[config.mk]
export PLATFORM = sky130hd
export DESIGN_NAME = mem_access_unit
export DESIGN_NICKNAME = d
export VERILOG_FILES = /design/src/rtl/mem_pkg.sv /design/src/rtl/mem_timeout_ctr.sv /design/src/rtl/mem_access_unit.sv
export SDC_FILE = /design/constraint.sdc
export NUM_CORES = 1
export LEC_CHECK = 0
export BUFFER_PORTS_ARGS = -buffer_cell sky130_fd_sc_hd__buf_2
export CAP_MARGIN = 10
export CORE_MARGIN = 4
export CORE_UTILIZATION = 30
export CTS_CLUSTER_DIAMETER = 50
export DETAILED_ROUTE_END_ITERATION = 12
export GPL_TIMING_DRIVEN = 0
export PLACE_DENSITY = 0.66
export SYNTH_ARGS = -nofsm -noshare
export SYNTH_HDL_FRONTEND = slang
export SYNTH_SLANG_ARGS = --single-unit
[constraint.sdc]
create_clock -name clk -period 2.8 [get_ports clk]
set_input_delay 0.42 -clock clk [delete_from_list [all_inputs] [get_ports clk]]
set_output_delay 0.42 -clock clk [all_outputs]
set_load 0.01 [all_outputs]
[src/rtl/mem_pkg.sv]
// Shared constants for the MEM stage: control-field bit positions, WB control width
// and the two-state access FSM encoding.
package mem_pkg;

  localparam int MC_RD     = 0;
  localparam int MC_WR     = 1;
  localparam int MC_IMM    = 2;
  localparam int WB_CTRL_W = 2;

  localparam logic [0:0] ST_IDLE = 1'b0;
  localparam logic [0:0] ST_BUSY = 1'b1;

endpackage

[src/rtl/mem_timeout_ctr.sv]
// Saturating cycle counter that flags when an outstanding data-memory access has
// waited TIMEOUT cycles; cleared at every issue.
module mem_timeout_ctr #(
  parameter int TIMEOUT = 16
) (
  input  logic clk,
  input  logic reset,
  input  logic clear,
  input  logic enable,
  output logic hit
);

  localparam int CW = $clog2(TIMEOUT);

  logic [CW-1:0] count;

  assign hit = (count == CW'(TIMEOUT - 1));

  // NOTE: clocked state uses non-blocking assignments so every flop samples pre-edge values.
  always_ff @(posedge clk) begin
    if (reset) begin
      count <= '0;
    end else if (clear) begin
      count <= '0;
    end else if (enable && !hit) begin
      count <= count + CW'(1);
    end
  end

endmodule

[src/rtl/mem_access_unit.sv]
// MEM pipeline stage: decodes EX/MEM control, runs loads/stores over a req/ack data
// memory port, stalls upstream while an access is pending and drives MEM/WB.
module mem_access_unit
  import mem_pkg::*;
#(
  parameter int ADDR_W  = 10,
  parameter int TIMEOUT = 16
) (
  input  logic                 clk,
  input  logic                 reset,
  input  logic [4:0]           MEM_WReg1,
  input  logic [63:0]          MEM_ALUoutput,
  input  logic [63:0]          MEM_R2out,
  input  logic [3:0]           MEM_MEM_CTRL,
  input  logic [WB_CTRL_W-1:0] MEM_WB_CTRL,
  input  logic [8:0]           MEM_IMM,
  output logic                 mem_stall,
  output logic                 dmem_req,
  output logic                 dmem_we,
  output logic [ADDR_W-1:0]    dmem_addr,
  output logic [63:0]          dmem_wdata,
  input  logic [63:0]          dmem_rdata,
  input  logic                 dmem_ack,
  output logic [4:0]           WB_WReg1,
  output logic [63:0]          WB_ALUoutput,
  output logic [63:0]          WB_MemData,
  output logic [WB_CTRL_W-1:0] WB_WB_CTRL,
  output logic                 mem_err
);

  logic [0:0]           state;
  logic [4:0]           lat_wreg;
  logic [63:0]          lat_alu;
  logic [WB_CTRL_W-1:0] lat_wb_ctrl;

  logic        mem_read, mem_write, add_imm, memop, is_store;
  logic [63:0] ea;
  logic        timeout_hit, ctr_clear, ctr_enable;
  logic        unused_bits;

  assign mem_read  = MEM_MEM_CTRL[MC_RD];
  assign mem_write = MEM_MEM_CTRL[MC_WR];
  assign add_imm   = MEM_MEM_CTRL[MC_IMM];
  assign memop     = mem_read | mem_write;
  // A read+write request is treated as a load; the write half is dropped.
  assign is_store  = mem_write & ~mem_read;
  assign ea        = MEM_ALUoutput + (add_imm ? {{55{MEM_IMM[8]}}, MEM_IMM} : 64'd0);

  assign unused_bits = ^{MEM_MEM_CTRL[3], ea[63:ADDR_W]};

  assign ctr_clear  = (state == ST_IDLE) && memop;
  assign ctr_enable = (state == ST_BUSY) && !dmem_ack && !timeout_hit;

  assign mem_stall = !reset &&
                     ((state == ST_IDLE) ? memop : (!dmem_ack && !timeout_hit));

  mem_timeout_ctr #(.TIMEOUT(TIMEOUT)) u_timeout (
    .clk    (clk),
    .reset  (reset),
    .clear  (ctr_clear),
    .enable (ctr_enable),
    .hit    (timeout_hit)
  );

  always_ff @(posedge clk) begin
    if (reset) begin
      state        <= ST_IDLE;
      dmem_req     <= 1'b0;
      dmem_we      <= 1'b0;
      dmem_addr    <= '0;
      dmem_wdata   <= '0;
      lat_wreg     <= '0;
      lat_alu      <= '0;
      lat_wb_ctrl  <= '0;
      WB_WReg1     <= '0;
      WB_ALUoutput <= '0;
      WB_MemData   <= '0;
      WB_WB_CTRL   <= '0;
      mem_err      <= 1'b0;
    end else begin
      case (state)
        ST_IDLE: begin
          if (memop) begin
            dmem_req    <= 1'b1;
            dmem_we     <= is_store;
            dmem_addr   <= ea[ADDR_W-1:0];
            dmem_wdata  <= MEM_R2out;
            lat_wreg    <= MEM_WReg1;
            lat_alu     <= MEM_ALUoutput;
            lat_wb_ctrl <= MEM_WB_CTRL;
            WB_WB_CTRL  <= '0;
            state       <= ST_BUSY;
          end else begin
            WB_WReg1     <= MEM_WReg1;
            WB_ALUoutput <= MEM_ALUoutput;
            WB_MemData   <= '0;
            WB_WB_CTRL   <= MEM_WB_CTRL;
          end
        end
        default: begin
          // Ack takes priority over a coinciding timeout, leaving mem_err untouched.
          if (dmem_ack || timeout_hit) begin
            WB_WReg1     <= lat_wreg;
            WB_ALUoutput <= lat_alu;
            WB_WB_CTRL   <= lat_wb_ctrl;
            WB_MemData   <= (dmem_ack && !dmem_we) ? dmem_rdata : 64'd0;
            dmem_req     <= 1'b0;
            state        <= ST_IDLE;
            if (!dmem_ack) begin
              mem_err <= 1'b1;
            end
          end else begin
            WB_WB_CTRL <= '0;
          end
        end
      endcase
    end
  end

endmodule

# Yosys cells after proc, flatten, opt, wreduce, memory -nomap -nowiden
# Index checks and enable logic that the tools add are counted.
[totals]
ff_bits = 288
latchBits = 0
ram_bits = 0
rom_bits = 0
in_bits = 215
out_inout_bits = 213
elab_cells = 63
n_memories = 0
[op_classes]
n_addsub = 2
n_mul = 0
div_mod_pow = 0
magnitude_cmp = 0
eq_ne = 3
shifts = 0
mux = 21
n_bitwise = 5
reduce_logical = 18
[op_table]
columns = ["operator", "n"]
rows = [
  ["two-way mux 64 bit", 7],
  ["two-way mux 5 bit", 3],
  ["adder 10 bit", 1],
  ["two-way mux 10 bit", 1],
  ["logical AND 1 bit", 7],
  ["two-way mux 1 bit", 7],
  ["two-way mux 2 bit", 3],
  ["AND reduction 2 bit", 3],
  ["adder 4 x 1 -> 4 bit, second input constant", 1],
  ["== test 4 bit, second input constant", 1],
  ["zero test 1 bit", 4],
  ["NOT 1 bit", 3],
  ["AND reduction 3 bit", 1],
  ["inequality test 2 x 1 -> 1 bit, second input constant", 1],
  ["inequality test 2 bit, second input constant", 1],
  ["nonzero test 2 bit", 1],
  ["OR reduction 2 bit", 1],
  ["bitwise AND 1 bit", 1],
  ["logical OR 1 bit", 1],
  ["bitwise OR 1 bit", 1],
]

# Longest topological paths before layout
[depth]
word_depth = 5
mapped_depth = 9
depth_no_buf = 9

# Modules after synthesis
# From an unflattened synthesis, not the netlist that was laid out.
[unflattened]
cells_unflattened = 1259
hier_area_um2 = 10924.2
[by_module_without_submodules]
columns = ["module", "n_inst", "cells_per_inst", "area_each_um2", "seq_area_each_um2"]
rows = [
  ["mem_access_unit", 1, 1237, 10712.8, 5685.5],
  ["mem_timeout_ctr", 1, 22, 211.5, 80.1],
]

# Worst setup path before layout
# No wires, ideal clock.
[synth_timing]
kind = "in2reg"
from = "input MEM_IMM[1]"
to = "register dmem_addr[7]"
setup_time_ns = 0.122
t_arrival_ns = 2.013
required_time_ns = 2.678
slack_ns = 0.665
cell_stages = 8
n_path_buf = 0
cell_sequence = "nand2_1 inv_1 ha_1 a211oi_2 nor2_1 or4b_1 and3_1 a311o_1"
[synth_via]
elab_chain_len = 2
[synth_lines]
columns = ["item", "line", "source"]
rows = [
  ["start: declaration", "mem_access_unit.sv:16", "input logic [8:0] MEM_IMM,"],
  ["two-way mux 10 bit", "mem_access_unit.sv:47", "assign ea = MEM_ALUoutput + (add_imm ? {{55{MEM_IMM[8]}}, MEM_IMM} : 64'd0);"],
  ["adder 10 bit", "mem_access_unit.sv:47", ""],
  ["end signal: assignment", "mem_access_unit.sv:86", "dmem_addr <= ea[ADDR_W-1:0];"],
  ["end: declaration", "mem_access_unit.sv:20", "output logic [ADDR_W-1:0] dmem_addr,"],
]
# No other way between the ends.
# A chain may end at the register's enable or synchronous reset.

# Final worst setup path
[layout_timing]
from = "input reset"
to = "output mem_stall"
[layout_via]
elab_chain_len = 2
[layout_lines]
columns = ["item", "line", "source"]
rows = [
  ["start: declaration", "mem_access_unit.sv:10", "input logic reset,"],
  ["zero test 1 bit", "mem_access_unit.sv:54", "assign mem_stall = !reset &&"],
  ["logical AND 1 bit", "mem_access_unit.sv:54", ""],
  ["end: declaration", "mem_access_unit.sv:17", "output logic mem_stall,"],
]
# No other way between the ends.

==> impl_metrics.csv <==
group,metric,value,unit
timing,fin_crit_sh,0.892,
timing,rsz0062_at_grt,"no",
placed_design,port_buffers,426,
logic_synthesis,syn-num-nets,1487,
power_and_ir_drop,power.leakage,6.84,nW
worst_setup_path,critPathLaunch,"reset",
cells_and_area,layout-drive-gt1-share,0.297,
logic_synthesis,synth_top_area_cell,"dfxtp_1",
grt,gr-total-overflow,0,
logic_synthesis,netlist_area,10900,sq um
grt,grt_pass1_wl,57700,um
power_and_ir_drop,irDropWorstVdd,529,uV
logic_synthesis,ys_top_cells_by_area,"dfxtp_1 (53%), nand2_1 (9.7%), a21oi_1 (6.6%)",
worst_setup_path,cp_slowest_cell,"clkbuf_2",
logic_synthesis,yosysSeqAreaShare,0.527,
grt,first_global_vias,10500,
worst_setup_path,cp.required,2380,ps
worst_setup_path,crit_path_max_incr_delay,430,ps
die,coreArea,35700,sq um
route,first_iter_violations,382,
die,die_x,199,um
min_path,worstHoldPathType,"input pin to register",
logic_synthesis,syn_avg_cell_area,8.68,sq um
worst_setup_path,crit_chain,"buf_2 -> clkbuf_1 -> clkbuf_2 -> clkbuf_1 -> nor2_1 -> buf_2",
logic_synthesis,ys_types,46,
cts,cts_made_buffers,40,
timing,final_max_slew_viol_count,0,
die,rows,69,
worst_setup_path,criticalPathCategory,"input pin to output port",
worst_setup_path,reg2reg_from,"state$_SDFF_PP0_",
cells_and_area,fill_cells,3611,
timing,finalSetupViolations,0,
logic_synthesis,synth_cells,1261,
route,vias_per_cell,4.79,
worst_setup_path,start_kind,"input pin",
route,first_pass_iters,5,
worst_setup_path,path_buf_inv,5,
placed_design,dp_hpwl,29500,um
logic_synthesis,synth_seq_cells,288,
route,num_vias,10700,
cts,path_clk_slew,60,ps
power_and_ir_drop,p_int,0.00837,W
grt,antenna_found_initial,9,
power_and_ir_drop,power_frac_comb,0.146,
timing,fin_skew,13.8,ps
timing,finalSetupTns,0,ps
route,antenna_left,0,
timing,period_needed,2500,ps
cells_and_area,final_common_cell,"buf_2",
die,initial_utilization,0.306,
worst_setup_path,path_delay_family,"buffers and inverters",
cts,cts_tree,"built",
power_and_ir_drop,clkPwrFrac,0.457,
power_and_ir_drop,p_seq_frac,0.398,
power_and_ir_drop,powerDensity,762,nW/um^2
die,ios,428,
timing,worstMarginPinSlew,1200,ps
logic_synthesis,async_reset_ff_frac,0,
timing,hold_slack,121,ps
run_status,outcome,"finished, final reports clean",
logic_synthesis,synth_edf_count,0,
worst_setup_path,cp.arrival,2080,ps
logic_synthesis,ys.flop_type,"dfxtp_1",
timing,max_freq,400,MHz
cells_and_area,layout_common_cells,"buf_2 (438), dfxtp_1 (288), nand2_1 (283)",
min_path,hp-start,"MEM_R2out[52]",
placed_design,gp_congestion,0.836,
grt,track_usage,0.186,
job,cap_viol_max_count,0,
die,die-area,39600,sq um
cts,clk_path_buf_depth,3,
cells_and_area,finalNetCount,1955,
grt,grt_max_degree,14,
cts,hold_buffers,0,
power_and_ir_drop,p_switching,0.00312,W
logic_synthesis,synth_top_area_frac,0.527,
power_and_ir_drop,sw_frac_of_total,0.271,
cells_and_area,area_growth_syn_to_layout,37.7,%
route,wirelength,38700,um
route,drc,0,
route,wl_per_cell,17.4,um
logic_synthesis,yosys_warnings,0,
timing,slew_headroom,0.199,
die,die_h,199,um
cts,cts.htree.levels,2,
cts,cts_num_sinks,288,
worst_setup_path,endpoint_kind,"output port",
cts,insertion_delay,530,ps
timing,finalHoldViolCount,0,
cts,clockRootBuffer,"clkbuf_16",
worst_setup_path,cp_max_fo,10,
[worst register-to-register path: cells and delay by family, from the launching register on]
family	cells	cell delay [ps]
AO/OA/AOI/OAI	1	140
AND/OR/NAND/NOR	2	460
buffers and inverters	3	1340
flip-flops	1	290
[per-layer routing]
layer / wire [um] / vias up / track usage
met5: 54 / - / 0
met3: 2750 / 80 / 0.0493
li1: - / 5269 / -
met1: 15600 / 4962 / 0.217
met4: 1160 / 6 / 0.0702
met2: 19200 / 347 / 0.327
[registers in the layout, indices dropped and copies added, names as in the netlist, 2 cells and up]
name and count:
WB_ALUoutput 64, WB_MemData 64, dmem_wdata 64, lat_alu 64
dmem_addr 10, WB_WReg1 5, lat_wreg 5, u_timeout.count 4
WB_WB_CTRL 2, lat_wb_ctrl 2
[power groups by stage]
stage | clock network (W) | registers, W | logic, W
global route | 0.00555 | 0.00460 | 0.00187
finish | 0.00525 | 0.00457 | 0.00167
CTS | 0.00540 | 0.00457 | 0.00170
detailed placement | 0 | 0.00465 | 0.00169
floorplan | 0 | 0.00475 | 0.000834
global placement | 0 | 0.00464 | 0.00167
[layout make-up]
type	instances	area, sq um	share of cell area
Antenna cell	5	12.5	0.000830
Buffer	100	448	0.0297
Clock buffer	52	1120	0.0741
Clock inverter	20	274	0.0182
Inverter	7	26.3	0.00174
Multi-Input combinational cell	865	4710	0.313
Sequential cell	288	5770	0.382
Tap cell	461	577	0.0383
Timing Repair Buffer	427	2140	0.142
[path summary, 6_finish.rpt]
kind	endpoint	cells past startpoint	slack, ps
worst max-delay path	mem_stall	6	300
worst min-delay path	dmem_wdata[52]$_SDFFE_PP0P_	3	120
worst max register to register	dmem_wdata[17]$_SDFFE_PP0P_	6	480
worst min register to register	dmem_wdata[20]$_SDFFE_PP0P_	2	450
[repair_timing]
item,CTS,global route
endpoints found under the setup margin,1,1
buffers inserted,1,0
pin swaps,1,0
gates resized for setup,4,2
[synth_stat cells (7+ instances only)]
library cell  count
a211oi_1         75
a21oi_1         144
a22oi_1          66
and2_1            7
buf_2            14
buf_4             7
clkbuf_1         73
dfxtp_1         288
ha_1             10
mux2i_1          72
nand2_1         283
nor2_1          154
nor3_1            9
[stage by stage]
step	worst slack (ps)	std cells	utilization	total power [W]	instance area (sq um)
after global placement	21.4	2148	0.382	0.00631	13700
after CTS	6.10	2221	0.422	0.0117	15100
final	302	2225	0.422	0.0115	15100
after floorplan	665	1261	-	0.00558	10900
after detailed placement	17.4	2148	0.382	0.00634	13700
after global routing	118	2224	0.422	0.0120	15100
[kinds of logic (layout without fill, tap and decap cells)]
logic type,count (synthesis),after routing,share of synthesized area
xor+xnor,3,3,0.00240
simple gates,475,475,0.174
other cells,0,5,0
flops,288,288,0.527
fa+ha+maj,11,11,0.0133
mux,72,72,0.0658
buf+inv,108,606,0.0431
compound gates,304,304,0.175
Note: power is estimated with default switching activity, not from simulation.
